## src/rtl/uart_byte_receiver_if.sv

```systemverilog
// Valid/ready byte stream from the UART receiver toward the harness core.
// The receiver drives the master side; the consumer drives data_out_ready.
interface uart_byte_receiver_if;
  logic [7:0] data_out;
  logic       data_out_valid;
  logic       data_out_ready;

  modport master (
    output data_out,
    output data_out_valid,
    input  data_out_ready
  );

  modport slave (
    input  data_out,
    input  data_out_valid,
    output data_out_ready
  );
endinterface

```

## src/rtl/uart_byte_receiver.sv

```systemverilog
// 8N1 UART receiver with mid-bit sampling, false-start rejection, framing/overrun
// detection and a single holding register. Define UART_RECEIVER_PARITY_EN for 8E1 frames.
module uart_byte_receiver #(
  parameter int CLOCK_FREQUENCY = 100000000,
  parameter int BAUD_RATE       = 115200
) (
  input  logic                        clock,
  input  logic                        reset,
  input  logic                        uart_receive,
  uart_byte_receiver_if.master        rx_stream,
  output logic                        framing_error,
  output logic                        overrun_error,
  output logic                        parity_error,
  output logic                        busy
);

  localparam int CLOCKS_PER_BIT = CLOCK_FREQUENCY / BAUD_RATE;
  localparam int CNT_W          = $clog2(CLOCKS_PER_BIT);
  localparam logic [CNT_W-1:0] BIT_END  = CNT_W'(CLOCKS_PER_BIT - 1);
  localparam logic [CNT_W-1:0] HALF_END = CNT_W'(CLOCKS_PER_BIT / 2 - 1);

  if (CLOCKS_PER_BIT < 4) begin : g_cpb_check
    $error("uart_byte_receiver: CLOCKS_PER_BIT must be >= 4");
  end

  typedef enum logic [2:0] {
    IDLE      = 3'd0,
    START     = 3'd1,
    DATA      = 3'd2,
    PARITY    = 3'd3,
    STOP      = 3'd4,
    WAIT_IDLE = 3'd5
  } state_t;

  state_t           state_r;
  logic             rx_meta_r;
  logic             rx_s;
  logic [CNT_W-1:0] cnt_r;
  logic [2:0]       bit_cnt_r;
  logic [7:0]       shift_r;
  logic             byte_done_r;
`ifdef UART_RECEIVER_PARITY_EN
  logic             parity_err_r;
  logic             parity_bad_r;
`endif

  // Two-flop synchroniser for the asynchronous serial line, idle high.
  always_ff @(posedge clock or negedge reset) begin
    if (!reset) begin
      rx_meta_r <= 1'b1;
      rx_s      <= 1'b1;
    end else begin
      rx_meta_r <= uart_receive;
      rx_s      <= rx_meta_r;
    end
  end

  // Frame state machine; byte_done_r hands a good byte to the holding register one cycle later.
  always_ff @(posedge clock or negedge reset) begin
    if (!reset) begin
      state_r       <= IDLE;
      cnt_r         <= '0;
      bit_cnt_r     <= 3'd0;
      shift_r       <= 8'h00;
      byte_done_r   <= 1'b0;
      framing_error <= 1'b0;
      busy          <= 1'b0;
`ifdef UART_RECEIVER_PARITY_EN
      parity_err_r  <= 1'b0;
      parity_bad_r  <= 1'b0;
`endif
    end else begin
      byte_done_r   <= 1'b0;
      framing_error <= 1'b0;
`ifdef UART_RECEIVER_PARITY_EN
      parity_err_r  <= 1'b0;
`endif
      case (state_r)
        IDLE: begin
          cnt_r     <= '0;
          bit_cnt_r <= 3'd0;
          if (!rx_s) begin
            state_r <= START;
            busy    <= 1'b1;
`ifdef UART_RECEIVER_PARITY_EN
            parity_bad_r <= 1'b0;
`endif
          end
        end
        START: begin
          if (cnt_r == HALF_END) begin
            cnt_r <= '0;
            if (rx_s) begin
              // Line went back high before mid start bit: treat as noise.
              state_r <= IDLE;
              busy    <= 1'b0;
            end else begin
              state_r <= DATA;
            end
          end else begin
            cnt_r <= cnt_r + CNT_W'(1);
          end
        end
        DATA: begin
          if (cnt_r == BIT_END) begin
            cnt_r   <= '0;
            shift_r <= {rx_s, shift_r[7:1]};
            if (bit_cnt_r == 3'd7) begin
              bit_cnt_r <= 3'd0;
`ifdef UART_RECEIVER_PARITY_EN
              state_r   <= PARITY;
`else
              state_r   <= STOP;
`endif
            end else begin
              bit_cnt_r <= bit_cnt_r + 3'd1;
            end
          end else begin
            cnt_r <= cnt_r + CNT_W'(1);
          end
        end
`ifdef UART_RECEIVER_PARITY_EN
        PARITY: begin
          if (cnt_r == BIT_END) begin
            cnt_r   <= '0;
            state_r <= STOP;
            // Even parity: the parity bit must equal the XOR of the data bits.
            if (rx_s != (^shift_r)) begin
              parity_err_r <= 1'b1;
              parity_bad_r <= 1'b1;
            end
          end else begin
            cnt_r <= cnt_r + CNT_W'(1);
          end
        end
`endif
        STOP: begin
          if (cnt_r == BIT_END) begin
            cnt_r <= '0;
            if (rx_s) begin
              state_r <= IDLE;
              busy    <= 1'b0;
`ifdef UART_RECEIVER_PARITY_EN
              byte_done_r <= ~parity_bad_r;
`else
              byte_done_r <= 1'b1;
`endif
            end else begin
              framing_error <= 1'b1;
              state_r       <= WAIT_IDLE;
            end
          end else begin
            cnt_r <= cnt_r + CNT_W'(1);
          end
        end
        WAIT_IDLE: begin
          cnt_r <= '0;
          if (rx_s) begin
            state_r <= IDLE;
            busy    <= 1'b0;
          end
        end
        default: begin
          state_r   <= IDLE;
          cnt_r     <= '0;
          bit_cnt_r <= 3'd0;
          busy      <= 1'b0;
        end
      endcase
    end
  end

  // Single holding register toward the consumer; a byte arriving while full is dropped.
  always_ff @(posedge clock or negedge reset) begin
    if (!reset) begin
      rx_stream.data_out       <= 8'h00;
      rx_stream.data_out_valid <= 1'b0;
      overrun_error            <= 1'b0;
    end else begin
      overrun_error <= 1'b0;
      if (byte_done_r) begin
        if (!rx_stream.data_out_valid || rx_stream.data_out_ready) begin
          rx_stream.data_out       <= shift_r;
          rx_stream.data_out_valid <= 1'b1;
        end else begin
          overrun_error <= 1'b1;
        end
      end else if (rx_stream.data_out_valid && rx_stream.data_out_ready) begin
        rx_stream.data_out_valid <= 1'b0;
      end
    end
  end

`ifdef UART_RECEIVER_PARITY_EN
  assign parity_error = parity_err_r;
`else
  assign parity_error = 1'b0;
`endif

endmodule

```

## src/flat_wrapper.sv

```systemverilog
// flat-port wrapper written by rule: the top's interface ports become plain ports
module uart_byte_receiver_flat 
#(
  parameter int CLOCK_FREQUENCY = 100000000,
  parameter int BAUD_RATE       = 115200
)
  (clock, reset, uart_receive, framing_error, overrun_error, parity_error, busy, rx_stream_data_out, rx_stream_data_out_valid, rx_stream_data_out_ready);
  uart_byte_receiver_if rx_stream_i ();
  input  logic clock;
  input  logic reset;
  input  logic uart_receive;
  output logic framing_error;
  output logic overrun_error;
  output logic parity_error;
  output logic busy;
  output wire logic [$bits(rx_stream_i.data_out)-1:0] rx_stream_data_out;
  output wire logic [$bits(rx_stream_i.data_out_valid)-1:0] rx_stream_data_out_valid;
  input wire logic [$bits(rx_stream_i.data_out_ready)-1:0] rx_stream_data_out_ready;
  assign rx_stream_data_out = rx_stream_i.data_out;
  assign rx_stream_data_out_valid = rx_stream_i.data_out_valid;
  assign rx_stream_i.data_out_ready = rx_stream_data_out_ready;
  uart_byte_receiver #(.CLOCK_FREQUENCY(CLOCK_FREQUENCY), .BAUD_RATE(BAUD_RATE)) u_core (.clock(clock), .reset(reset), .uart_receive(uart_receive), .rx_stream(rx_stream_i), .framing_error(framing_error), .overrun_error(overrun_error), .parity_error(parity_error), .busy(busy));
endmodule
```

## config.mk

```make
export PLATFORM = sky130hd
export DESIGN_NAME = uart_byte_receiver_flat
export DESIGN_NICKNAME = d
export VERILOG_FILES = /design/src/rtl/uart_byte_receiver_if.sv /design/src/rtl/uart_byte_receiver.sv /design/src/flat_wrapper.sv
export SDC_FILE = /design/constraint.sdc
export NUM_CORES = 1
export LEC_CHECK = 0
export BUFFER_PORTS_ARGS = -buffer_cell sky130_fd_sc_hd__buf_2
export CAP_MARGIN = 25
export CORE_MARGIN = 2
export CORE_UTILIZATION = 40
export DETAILED_ROUTE_END_ITERATION = 8
export SYNTH_ARGS = -nofsm -noshare
export SYNTH_HDL_FRONTEND = slang
export SYNTH_SLANG_ARGS = --single-unit
```

## constraint.sdc

```tcl
create_clock -name clock -period 3.1 [get_ports clock]
set_input_delay 0.465 -clock clock [delete_from_list [all_inputs] [get_ports clock]]
set_output_delay 0.465 -clock clock [all_outputs]
set_load 0.02 [all_outputs]
```

# After elaboration in Yosys (flattened, before gate mapping)
# Cells that the tools add are included.
word_totals:
  memories: 0
  input_bits: 4
  output_inout_bits: 13
  latchBits: 0
  mem_bits_ro: 0
  ramBits: 0
  word_cells: 74
  register_bits: 39
classes:
  n_bitwise: 2
  mux: 31
  add_sub_neg: 2
  n_reduce_logical: 13
  div_mod_pow: 0
  shifts: 0
  n_lt_le_gt_ge: 0
  n_eq_ne: 14
  n_mul: 0
op_table:
  columns: ["operator", "n"]
  rows:
  - ["2-to-1 mux 3 bit", 9]
  - ["2-to-1 mux 10 bit", 2]
  - ["one-hot mux 10 bit (2 select lines)", 1]
  - ["2-to-1 mux 1 bit", 15]
  - ["one-hot mux 3 bit (5 select lines)", 1]
  - ["adder 10 x 1 -> 10 bit (second input constant)", 1]
  - ["equality test 10 bit (second input constant)", 1]
  - ["equality test 10 x 9 -> 1 bit (second input constant)", 1]
  - ["!= test 2 x 1 -> 1 bit (second input constant)", 5]
  - ["equality test 3 bit (second input constant)", 3]
  - ["AND reduction 2 bit", 4]
  - ["one-hot mux 3 bit (2 select lines)", 1]
  - ["AND reduction 6 bit", 1]
  - ["one-hot mux 1 bit (5 select lines)", 1]
  - ["!= test 2 bit (second input constant)", 2]
  - ["AND reduction 4 bit", 1]
  - ["adder 3 x 1 -> 3 bit (second input constant)", 1]
  - ["equality test 3 x 1 -> 1 bit (second input constant)", 1]
  - ["equality test 3 x 2 -> 1 bit (second input constant)", 1]
  - ["logical NOT 3 bit", 1]
  - ["OR reduction 3 bit", 1]
  - ["2-to-1 mux 2 bit", 1]
  - ["inverter 1 bit", 2]
  - ["nonzero test 2 bit", 1]
  - ["4 further kinds", 4]

# Depth between registers and ports, before layout
depth:
  word_depth: 4
  depth_mapped: 6
  ltp_nobuf: 6

# Worst setup path before layout
# No wires, ideal clock.
synth_timing:
  path_type: "reg2reg"
  start: "register u_core.cnt_r[0]"
  end: "register u_core.shift_r[0]"
  stages_incl_launch_ff: 7
  t_arrival_ns: 1.558
  t_required_ns: 2.975
  path_buffers: 1
  setup_ns: 0.125
  period_less_slack_ns: 1.683
  slack_ns: 1.417
  cell_sequence: "dfrtp_1 -> ha_1 -> and4bb_1 -> nand4_1 -> or2_1 -> buf_6 -> mux2_4"
synth_via:
  elab_chain_len: 2
synth_rtl:
  columns: ["item", "line_no", "rtl"]
  rows:
  - ["start: declaration", "uart_byte_receiver.sv:38", "logic [CNT_W-1:0] cnt_r;"]
  - ["start signal: assignment", "uart_byte_receiver.sv:101", "cnt_r <= cnt_r + CNT_W'(1);"]
  - ["start signal: assignment", "uart_byte_receiver.sv:119", "cnt_r <= cnt_r + CNT_W'(1);"]
  - ["start signal: assignment", "uart_byte_receiver.sv:153", "cnt_r <= cnt_r + CNT_W'(1);"]
  - ["equality test 10 bit", "uart_byte_receiver.sv:105", "if (cnt_r == BIT_END) begin"]
  - ["AND reduction 2 bit (no line)", null, null]
  - ["end signal: assignment", "uart_byte_receiver.sv:107", "shift_r <= {rx_s, shift_r[7:1]};"]
  - ["end: declaration", "uart_byte_receiver.sv:40", "logic [7:0] shift_r;"]
# Every way passes these cells.
# A chain may end at the register's enable or synchronous reset.

# Worst setup path after layout
layout_timing:
  start: "register u_core.cnt_r[0]"
  end: "register u_core.shift_r[6]"
# Same word-level chain as after synthesis.

==> results.yml <==
run_status:
  status: "finished clean"
pwr:
  max-vdd-ir-drop_mv: 0.207
  comb_power_share_pct: 1.3
  p_sw_uw: 187
  p_per_area_nw_per_um2: 504
  p_clk_share_pct: 48.6
  swShare_pct: 18.3
  p_leak_nw: 1.01
  total_power_mw: 1.02
  seq_power_share_pct: 50.2
  internal-power_uw: 834
global_routing:
  grt_pass1_wl_um: 5160
  grt_max_degree: 40
  globalRouteTotalUtil_pct: 13.0
  antenna_found_initial: 0
  grt_overflow: 0
  grt_pass1_vias: 1152
clock_network:
  clkSlewWorstSetupHoldPaths_ns: 0.08
  cts_num_sinks: 39
  cts-root-buf: "clkbuf_8"
  cts_tree: "done"
  max-clock-path-buffers: 2
  cts_resized: 0
  cts.htree.levels: 2
  cts_buffers: 5
  clk-insertion-delay-late_ns: 0.29
  cts_setup_buffers: 0
  ctsHoldBuffers: 0
timing:
  rsz0062_at_grt: "no"
  finalSetupViolCount: 0
  timing.fmax_ghz: 0.486
  fin_crit_sh_pct: 66.4
  worst_slew_pin_slew_ns: 0.833
  hold_viol: 0
  setup_slack_ns: 1.04
  fin_skew_ns: 0.00568
  min_period_ns: 2.06
  slew_violations: 0
  setup_tns_ns: 0
  maxSlewHeadroom_pct: 44.5
yosys:
  syn_inst: 153
  synth.area.top_cells: "dfrtp_1 52%, mux2_4 6.7%, mux2_2 5.0%"
  synth_seq_cells: 39
  synth.most_common_cell: "dfrtp_1"
  yosys.area.top_type: "dfrtp_1"
  yosysSeqAreaShare_pct: 54.6
  synth-async-reset-ratio_pct: 100
  synth_top_cell_area_share_pct: 51.7
  synth.cells.most_frequent: "37 x dfrtp_1, 19 x nor2_1, 9 x nand2_1"
  syn_area_um2: 1790
  syn-mean-instance-area_um2: 11.7
  syn-num-nets: 161
  synth-edff-count: 0
  synth_flop_cell: "dfrtp_1"
  synthDistinctLibCells: 39
  ys_warn_count: 0
worst_setup_path:
  required_ns: 3.28
  critPathMaxFanout: 11
  worst-r2r-cell-count: 6
  cp_slowest_cell: "dfrtp_1"
  crit_chain: "ha_1, and4bb_1, nand4_1, buf_4, or2_1, mux2_4"
  worst-setup-path-type: "flip-flop to flip-flop"
  worst_setup_path_start_kind: "flip-flop"
  worstSetupEndpointType: "flip-flop"
  max_stage_delay_ns: 0.43
  arrival_ns: 2.23
  r2r_end: "u_core.shift_r[6]$_DFFE_PN0P_"
  r2r_slack_ns: 1.04
  critPathTopFamily: "simple AND/OR/NAND/NOR gates"
  rr_startpoint: "u_core.cnt_r[0]$_DFF_PN0_"
  cp.buffers_inverters: 1
die:
  chipHeight_um: 70.9
  dieArea_um2: 5030
  dieWidth_um: 70.9
  std_cell_rows: 24
  io_pins: 17
  initial_core_util_pct: 41.4
  core_um2: 4320
job:
  drv_cap: 0
placement:
  gp_congestion: 0.771
  placed_cell_area_um2: 1890
  place_ws_ns: 1.03
  place.port_buffers: 15
  dpl.hpwl_um: 1990
route:
  via_per_inst: 5.21
  wire_per_inst_um: 13.1
  wl_um: 2900
  vias: 1151
  drcViolationCount: 0
  detail_route.iter0.violations: 59
  antenna_left: 0
  drt_pass1_iterations: 4
worst_hold_path:
  hold_class: "primary input to asynchronous set/reset pin"
layout:
  drive_above_1_share_pct: 26.6
  multi_input_area_um2: 749
  fin_area_um2: 2030
  syn2layout_area_growth_pct: 13.2
  diodes: 0
  nFillCells: 407
  nNetsFinal: 176
  seqCellArea_um2: 978
  utilization_pct: 46.9
-- worst register-to-register path: stages, from the launching register on --
cell and delay, ns:
dfrtp_1 0.43, ha_1 0.25, and4bb_1 0.22, nand4_1 0.09
buf_4 0.19, or2_1 0.43, mux2_4 0.34
-- state kept, by name, summed over array words and instances (netlist names) --
name,flops
u_core.cnt_r,10
u_core.rx_stream.data_out,8
u_core.shift_r,8
u_core.bit_cnt_r,3
u_core.state_r,3
u_core.busy,1
u_core.byte_done_r,1
u_core.framing_error,1
u_core.overrun_error,1
u_core.rx_meta_r,1
u_core.rx_s,1
u_core.rx_stream.data_out_valid,1
-- kinds of logic after synthesis --
group / share of synthesized area (%)
fa+ha+maj: 2.80
compound gates: 6.57
buf+inv: 3.49
mux: 13.4
flops: 54.6
other cells: 0.209
simple gates: 15.0
xor+xnor: 3.91
-- layout make-up --
type	instances	share of cell area (%)
clock buffer	6	3.58
clock inverter	2	2.96
inverter	5	0.926
multi-input combinational	101	37.0
sequential	39	48.3
tap	52	3.21
timing repair buffer	16	4.07
-- cell usage in the layout, fill, tap and decap left out, types with 2 or more instances in the layout --
cell / synthesis / routed
a211oi_1: 3 / 3
a21oi_1: 4 / 4
and3_1: 3 / 3
buf_2: 2 / 15
bufinv_16: 0 / 2
clkbuf_8: 0 / 5
dfrtp_1: 37 / 37
dfstp_2: 2 / 2
ha_1: 4 / 4
inv_1: 5 / 5
mux2_2: 8 / 8
mux2_4: 8 / 8
mux2i_1: 3 / 3
nand2_1: 9 / 9
nand2b_1: 2 / 2
nand3_1: 3 / 3
nand4_1: 3 / 3
nor2_1: 19 / 19
nor2b_1: 2 / 2
nor3_1: 2 / 2
nor4_1: 2 / 2
o22ai_1: 4 / 4
xnor2_1: 6 / 6
xor2_1: 2 / 2
-- how the worst max path moves through the flow --
stage,slack [ns],cells past startpoint,startpoint,end
2_1_floorplan,1.42,6,u_core.cnt_r[0]$_DFF_PN0_,u_core.shift_r[0]$_DFFE_PN0P_
3_3_place_gp,1.11,6,u_core.cnt_r[0]$_DFF_PN0_,u_core.shift_r[1]$_DFFE_PN0P_
3_5_place_dp,1.03,6,u_core.cnt_r[0]$_DFF_PN0_,u_core.shift_r[6]$_DFFE_PN0P_
4_1_cts,1.02,6,u_core.cnt_r[0]$_DFF_PN0_,u_core.shift_r[6]$_DFFE_PN0P_
5_1_grt,0.94,6,u_core.cnt_r[0]$_DFF_PN0_,u_core.shift_r[0]$_DFFE_PN0P_
6_report,1.04,6,u_core.cnt_r[0]$_DFF_PN0_,u_core.shift_r[6]$_DFFE_PN0P_
-- routing by layer --
metal / track usage [%] / vias to the layer above / part of all wire [%]
li1: - / 557 / -
met1: 16.7 / 568 / 46
met2: 20.5 / 19 / 48
met3: 3.85 / 7 / 3.7
met4: 5.66 / 0 / 2.0
met5: 0 / - / 0
-- per-stage QoR --
| stage | hold WS [ns] | std cells |
|---|---|---|
| after floorplan | 0.169 | 153 |
| after global placement | 0.348 | 213 |
| after detailed placement | 0.350 | 213 |
| after CTS | 0.259 | 221 |
| after global routing | 0.257 | 221 |
| final | 0.269 | 221 |
-- power groups by stage --
| stage | clock network (mW) | logic, mW | registers [mW] |
|---|---|---|---|
| 2_1_floorplan | 0 | 0.00433 | 0.521 |
| 3_3_place_gp | 0 | 0.0135 | 0.522 |
| 3_5_place_dp | 0 | 0.0145 | 0.522 |
| 4_1_cts | 0.513 | 0.0143 | 0.512 |
| 5_1_grt | 0.538 | 0.0159 | 0.513 |
| 6_report | 0.496 | 0.0131 | 0.513 |
Power figures use the tool's default switching activity.
